**src/rtl/mem_fifo_ctrl.sv**
```systemverilog
// FIFO controller that keeps its storage in an external single-port-per-direction memory.
// Optional sticky error flag: define MEM_FIFO_ERROR_FLAG_EN.
module mem_fifo_ctrl #(
    parameter int WORD_SIZE    = 8,
    parameter int ADDRESS_SIZE = 4,
    parameter int DEPTH        = 16
) (
    input  logic                    clock,
    input  logic                    reset,
    input  logic                    push_req,
    input  logic [WORD_SIZE-1:0]    push_data,
    output logic                    push_ready,
    input  logic                    pop_req,
    output logic                    pop_ready,
    output logic [WORD_SIZE-1:0]    pop_data,
    output logic                    pop_valid,
    output logic [ADDRESS_SIZE:0]   count,
    output logic                    full,
    output logic                    empty,
    output logic                    error,
    output logic                    mem_w_en,
    output logic [ADDRESS_SIZE-1:0] mem_w_addr,
    output logic [WORD_SIZE-1:0]    mem_w_data,
    input  logic                    mem_w_ready,
    output logic                    mem_r_en,
    output logic [ADDRESS_SIZE-1:0] mem_r_addr,
    input  logic [WORD_SIZE-1:0]    mem_r_data,
    input  logic                    mem_r_ready,
    output logic [1:0]              w_state_dbg,
    output logic [1:0]              r_state_dbg
);

    // Handshake: a push (pop) is taken on a rising edge where push_req & push_ready
    // (pop_req & pop_ready); requests while not ready are dropped, never queued.

    typedef enum logic [1:0] {
        IDLE  = 2'd0,
        ISSUE = 2'd1,
        BUSY  = 2'd2
    } eng_state_t;

    localparam logic [ADDRESS_SIZE-1:0] LAST_IDX  = ADDRESS_SIZE'(DEPTH - 1);
    localparam logic [ADDRESS_SIZE-1:0] PTR_ONE   = ADDRESS_SIZE'(1);
    localparam logic [ADDRESS_SIZE:0]   CNT_ONE   = (ADDRESS_SIZE + 1)'(1);
    localparam logic [ADDRESS_SIZE:0]   DEPTH_CNT = (ADDRESS_SIZE + 1)'(DEPTH);

    eng_state_t w_state, w_next, r_state, r_next;
    logic [ADDRESS_SIZE-1:0] head, tail;
    logic [ADDRESS_SIZE:0]   count_next;
    logic push_fire, w_commit, pop_fire, r_done;
    logic w_busy;

    assign w_busy      = (w_state != IDLE);
    assign full        = ((count + (ADDRESS_SIZE + 1)'(w_busy)) == DEPTH_CNT);
    assign empty       = (count == '0);
    assign push_ready  = (w_state == IDLE) && mem_w_ready && !full;
    assign pop_ready   = (r_state == IDLE) && mem_r_ready && !empty;
    assign mem_w_en    = (w_state == ISSUE);
    assign mem_r_en    = (r_state == ISSUE);
    assign w_state_dbg = w_state;
    assign r_state_dbg = r_state;

    always_comb begin
        w_next    = w_state;
        push_fire = 1'b0;
        w_commit  = 1'b0;
        case (w_state)
            IDLE:  if (push_req && push_ready) begin
                       push_fire = 1'b1;
                       w_next    = ISSUE;
                   end
            ISSUE: w_next = BUSY;
            BUSY:  if (mem_w_ready) begin
                       w_commit = 1'b1;
                       w_next   = IDLE;
                   end
            default: w_next = IDLE;
        endcase
    end

    always_comb begin
        r_next   = r_state;
        pop_fire = 1'b0;
        r_done   = 1'b0;
        case (r_state)
            IDLE:  if (pop_req && pop_ready) begin
                       pop_fire = 1'b1;
                       r_next   = ISSUE;
                   end
            ISSUE: r_next = BUSY;
            BUSY:  if (mem_r_ready) begin
                       r_done = 1'b1;
                       r_next = IDLE;
                   end
            default: r_next = IDLE;
        endcase
    end

    // Only committed writes count, so the reader never sees a slot still being written.
    always_comb begin
        count_next = count;
        if (w_commit && !r_done)
            count_next = count + CNT_ONE;
        else if (!w_commit && r_done)
            count_next = count - CNT_ONE;
    end

    always_ff @(posedge clock or posedge reset) begin
        if (reset) begin
            w_state    <= IDLE;
            tail       <= '0;
            mem_w_addr <= '0;
            mem_w_data <= '0;
        end else begin
            w_state <= w_next;
            if (push_fire) begin
                mem_w_data <= push_data;
                mem_w_addr <= tail;
            end
            if (w_commit)
                tail <= (tail == LAST_IDX) ? '0 : tail + PTR_ONE;
        end
    end

    always_ff @(posedge clock or posedge reset) begin
        if (reset) begin
            r_state    <= IDLE;
            head       <= '0;
            mem_r_addr <= '0;
            pop_data   <= '0;
            pop_valid  <= 1'b0;
        end else begin
            r_state   <= r_next;
            pop_valid <= r_done;
            if (pop_fire)
                mem_r_addr <= head;
            if (r_done) begin
                pop_data <= mem_r_data;
                head     <= (head == LAST_IDX) ? '0 : head + PTR_ONE;
            end
        end
    end

    always_ff @(posedge clock or posedge reset) begin
        if (reset)
            count <= '0;
        else
            count <= count_next;
    end

`ifdef MEM_FIFO_ERROR_FLAG_EN
    logic error_q;
    always_ff @(posedge clock or posedge reset) begin
        if (reset)
            error_q <= 1'b0;
        else if ((push_req && full) || (pop_req && empty))
            error_q <= 1'b1;
    end
    assign error = error_q;
`else
    assign error = 1'b0;
`endif

endmodule

```
**config.mk**
```make
export PLATFORM = sky130hd
export DESIGN_NAME = mem_fifo_ctrl
export DESIGN_NICKNAME = d
export VERILOG_FILES = /design/src/rtl/mem_fifo_ctrl.sv
export SDC_FILE = /design/constraint.sdc
export NUM_CORES = 1
export LEC_CHECK = 0
export ABC_AREA = 1
export CORE_ASPECT_RATIO = 1.5
export CORE_MARGIN = 2
export CORE_UTILIZATION = 45
export CTS_CLUSTER_SIZE = 20
export DETAILED_ROUTE_END_ITERATION = 6
export GPL_ROUTABILITY_DRIVEN = 0
export PLACE_DENSITY = 0.77
export SYNTH_ARGS = -nofsm -noshare
export SYNTH_HDL_FRONTEND = slang
export SYNTH_SLANG_ARGS = --single-unit
export TNS_END_PERCENT = 50
```
**constraint.sdc**
```tcl
create_clock -name clock -period 6 [get_ports clock]
set_input_delay 1.2 -clock clock [delete_from_list [all_inputs] [get_ports clock]]
set_output_delay 1.2 -clock clock [all_outputs]
set_load 0.01 [all_outputs]
```
==> impl_metrics.py <==
metrics = {
    "global_route": {
        "antenna_found_initial": 0,
        "groute.usage.overall": 0.185,
        "grt_pass1_wl_mm": 7.31,
        "grt_pass1_vias": 1672,
        "grt_remaining_overflow": 0,
        "grt_max_degree": 43,
    },
    "sta": {
        "hold_viol": 0,
        "grt_setup_unrepaired": "false",
        "fin_crit_ps": 3940,
        "tns_ps": 0,
        "drv_slew": 0,
        "fmax_mhz": 254,
        "relSlewSlack": 0.648,
        "finClkSkew_ps": 4.34,
        "tightest_slew_ps": 526,
        "finalSetupViolations": 0,
        "fin_crit_sh": 0.656,
    },
    "floorplan": {
        "fp.coreArea_sq_um": 4280,
        "dieHeight_um": 86.0,
        "num_rows": 29,
        "ios": 63,
        "chipWidth_um": 58.6,
        "initial_core_util": 0.471,
        "die_area_sq_um": 5040,
    },
    "pwr": {
        "max-vdd-ir-drop_mv": 0.230,
        "p_leak_nw": 1.38,
        "p_per_area_nw_per_um2": 489,
    },
    "clocking": {
        "htree_levels": 2,
        "post_cts_resize_count": 0,
        "root_buffer": "clkbuf_8",
        "post_cts_buffers": 0,
        "clock_sinks": 42,
        "numCtsBuffers": 5,
        "clk_pin_slew_ps": 80,
        "cts_hold_buf": 0,
        "clk_latency_ps": 290,
        "clockBufferDepth": 2,
        "cts_tree": "yes",
    },
    "detailed_routing": {
        "totalWireLength_mm": 4.24,
        "viasPerCell": 5.09,
        "drc": 5,
        "drt-pass1-iter-count": 6,
        "detail-route-antenna-nets": 0,
        "wire_per_inst_um": 12.4,
        "dr_total_vias": 1740,
        "drtIter0Drc": 71,
    },
    "setup_path": {
        "cp_slowest_cell": "clkdlybuf4s50_1",
        "slowest_delay_ps": 470,
        "cp_cell_sequence": "or2_4, ha_1, ha_1, nor2_1, nand2_1, nor2_1, nand3_2, nand2_1, inv_1, clkdlybuf4s50_1",
        "worstPathArrival_ps": 2740,
        "cp-end-kind": "output port",
        "cp-start-kind": "flop",
        "required_ps": 4800,
        "critical_path_class": "flop to output port",
        "path_max_fanout": 15,
    },
    "cells_and_area": {
        "syn_to_final_growth_pct": 35.8,
        "layout-drive-gt1-share": 0.0439,
        "diodes": 0,
        "final.fill_count": 384,
        "nets": 326,
        "seqCellArea_sq_um": 1050,
        "fin_util": 0.639,
        "multiInputGateArea_sq_um": 817,
    },
    "yosys": {
        "postSynthAreaPerCell_sq_um": 8.65,
        "ys_warn_count": 0,
        "ys_seq_area_frac": 0.521,
        "synth_cell_type_count": 24,
        "synth_cells": 233,
        "syn-cell-area_sq_um": 2020,
        "ys_ff_latch": 42,
        "syn_nets": 264,
    },
    "min_path": {
        "hp-class": "flop to flop",
    },
    "flow_run": {
        "drv_cap": 0,
    },
    "outcome": {
        "failed_checks": "design-rule violations",
        "status": "complete, but fails checks",
    },
    "placement": {
        "dp_hpwl_mm": 3.09,
        "numPortBuffers": 61,
    },
}
layer usage:
| layer | track usage | wire, um | vias up |
|---|---|---|---|
| met1 | 0.212 | 1650 | 831 |
| li1 | - | - | 861 |
| met3 | 0.0347 | 201 | 6 |
| met5 | 0 | 0 | - |
| met4 | 0.0723 | 56 | 0 |
| met2 | 0.330 | 2340 | 42 |
logic make-up (layout without fill, tap and decap cells):
kind of cell,after synthesis,count (layout),share of synthesized area
flops,42,42,0.521
buf+inv,34,97,0.0732
other cells,1,1,0.00186
xor+xnor,4,4,0.0174
fa+ha+maj,9,9,0.0596
simple gates,127,127,0.286
compound gates,16,16,0.0403
where the power goes:
part           internal, mW  switching (mW)  total, mW  leakage [nW]
Clock                0.0928          0.0914      0.184        0.0482
Combinational         0.331           0.302      0.633         0.802
Sequential            0.411           0.110      0.521         0.527
cell usage after synthesis:
master / n / area (sq um)
nand3_4: 1 / 17.5
buf_4: 2 / 15.0
or2_4: 1 / 8.76
ha_1: 8 / 100
nand3_2: 1 / 10.0
nand4_1: 12 / 75.1
xor2_1: 2 / 17.5
buf_2: 4 / 20.0
dfrtp_1: 42 / 1050
nand2_1: 81 / 304
buf_6: 1 / 11.3
conb_1: 1 / 3.75
xnor2_1: 2 / 17.5
or2_2: 1 / 6.26
o21ai_1: 1 / 5.00
nor2_1: 9 / 33.8
nand3_1: 17 / 85.1
nor3_1: 2 / 10.0
and2_1: 1 / 6.26
o21ai_0: 14 / 70.1
inv_1: 27 / 101
nor2_8: 1 / 20.0
fa_1: 1 / 20.0
o22ai_1: 1 / 6.26
layout make-up:
| cell class | instances | share of cell area |
|---|---|---|
| Multi-Input combinational cell | 157 | 0.299 |
| Sequential cell | 42 | 0.384 |
| Timing Repair Buffer | 62 | 0.226 |
| Clock buffer | 7 | 0.0316 |
| Inverter | 27 | 0.0370 |
| Tap cell | 46 | 0.0210 |
| Clock inverter | 1 | 0.00183 |
cell usage in the layout, fill, tap and decap left out, types with 2 or more instances in the layout:
master | netlist | layout
clkbuf_8 | 0 | 6
ha_1 | 8 | 8
o21ai_0 | 14 | 14
clkdlybuf4s50_1 | 0 | 61
nand3_1 | 17 | 17
inv_1 | 27 | 26
nor2_1 | 9 | 9
xor2_1 | 2 | 2
dfrtp_1 | 42 | 42
nand4_1 | 12 | 12
nand2_1 | 81 | 81
xnor2_1 | 2 | 2
nor3_1 | 2 | 2
registers in the layout, summed over array words and instances (netlist names):
| name | cells |
|---|---|
| w_state_dbg | 2 |
| pop_valid | 1 |
| pop_data | 8 |
| r_state_dbg | 2 |
| head | 4 |
| tail | 4 |
| count | 5 |
| mem_w_data | 8 |
| mem_w_addr | 4 |
| mem_r_addr | 4 |
stage by stage:
stage	hold slack, ps	worst slack (ps)	power (mW)	std cells	instance area (sq um)
after floorplan	497	2910	0.851	233	2020
final	469	2060	1.34	342	2740
after global routing	502	1900	1.45	342	2740
after CTS	476	2050	1.35	342	2740
after global placement	453	2110	1.15	334	2650
after detailed placement	457	2120	1.17	334	2650
path summary, 6_finish.rpt:
path,start,endpoint,slack [ps],cells after the start
max in group asynchronous,reset,pop_data[1]$_DFFE_PP0P_,4300,3
min in group asynchronous,reset,mem_r_addr[0]$_DFFE_PP0P_,1340,3
setup / recovery,w_state_dbg[1]$_DFFE_PP0P_,push_ready,2060,10
setup reg to reg,r_state_dbg[0]$_DFFE_PP0P_,count[4]$_DFFE_PP0P_,3600,12
hold / removal,mem_w_data[3]$_DFFE_PP0P_,mem_w_data[3]$_DFFE_PP0P_,470,2
hold reg to reg,mem_w_data[3]$_DFFE_PP0P_,mem_w_data[3]$_DFFE_PP0P_,470,2
critical path, delay by kind of cell, from the launching register on:
family                   cells  cell delay (ps)
flip-flops                   1              430
adder cells (fa/ha/maj)      2              510
buffers and inverters        2              510
AND/OR/NAND/NOR              6              990
Note: power is estimated with default switching activity, not from simulation.
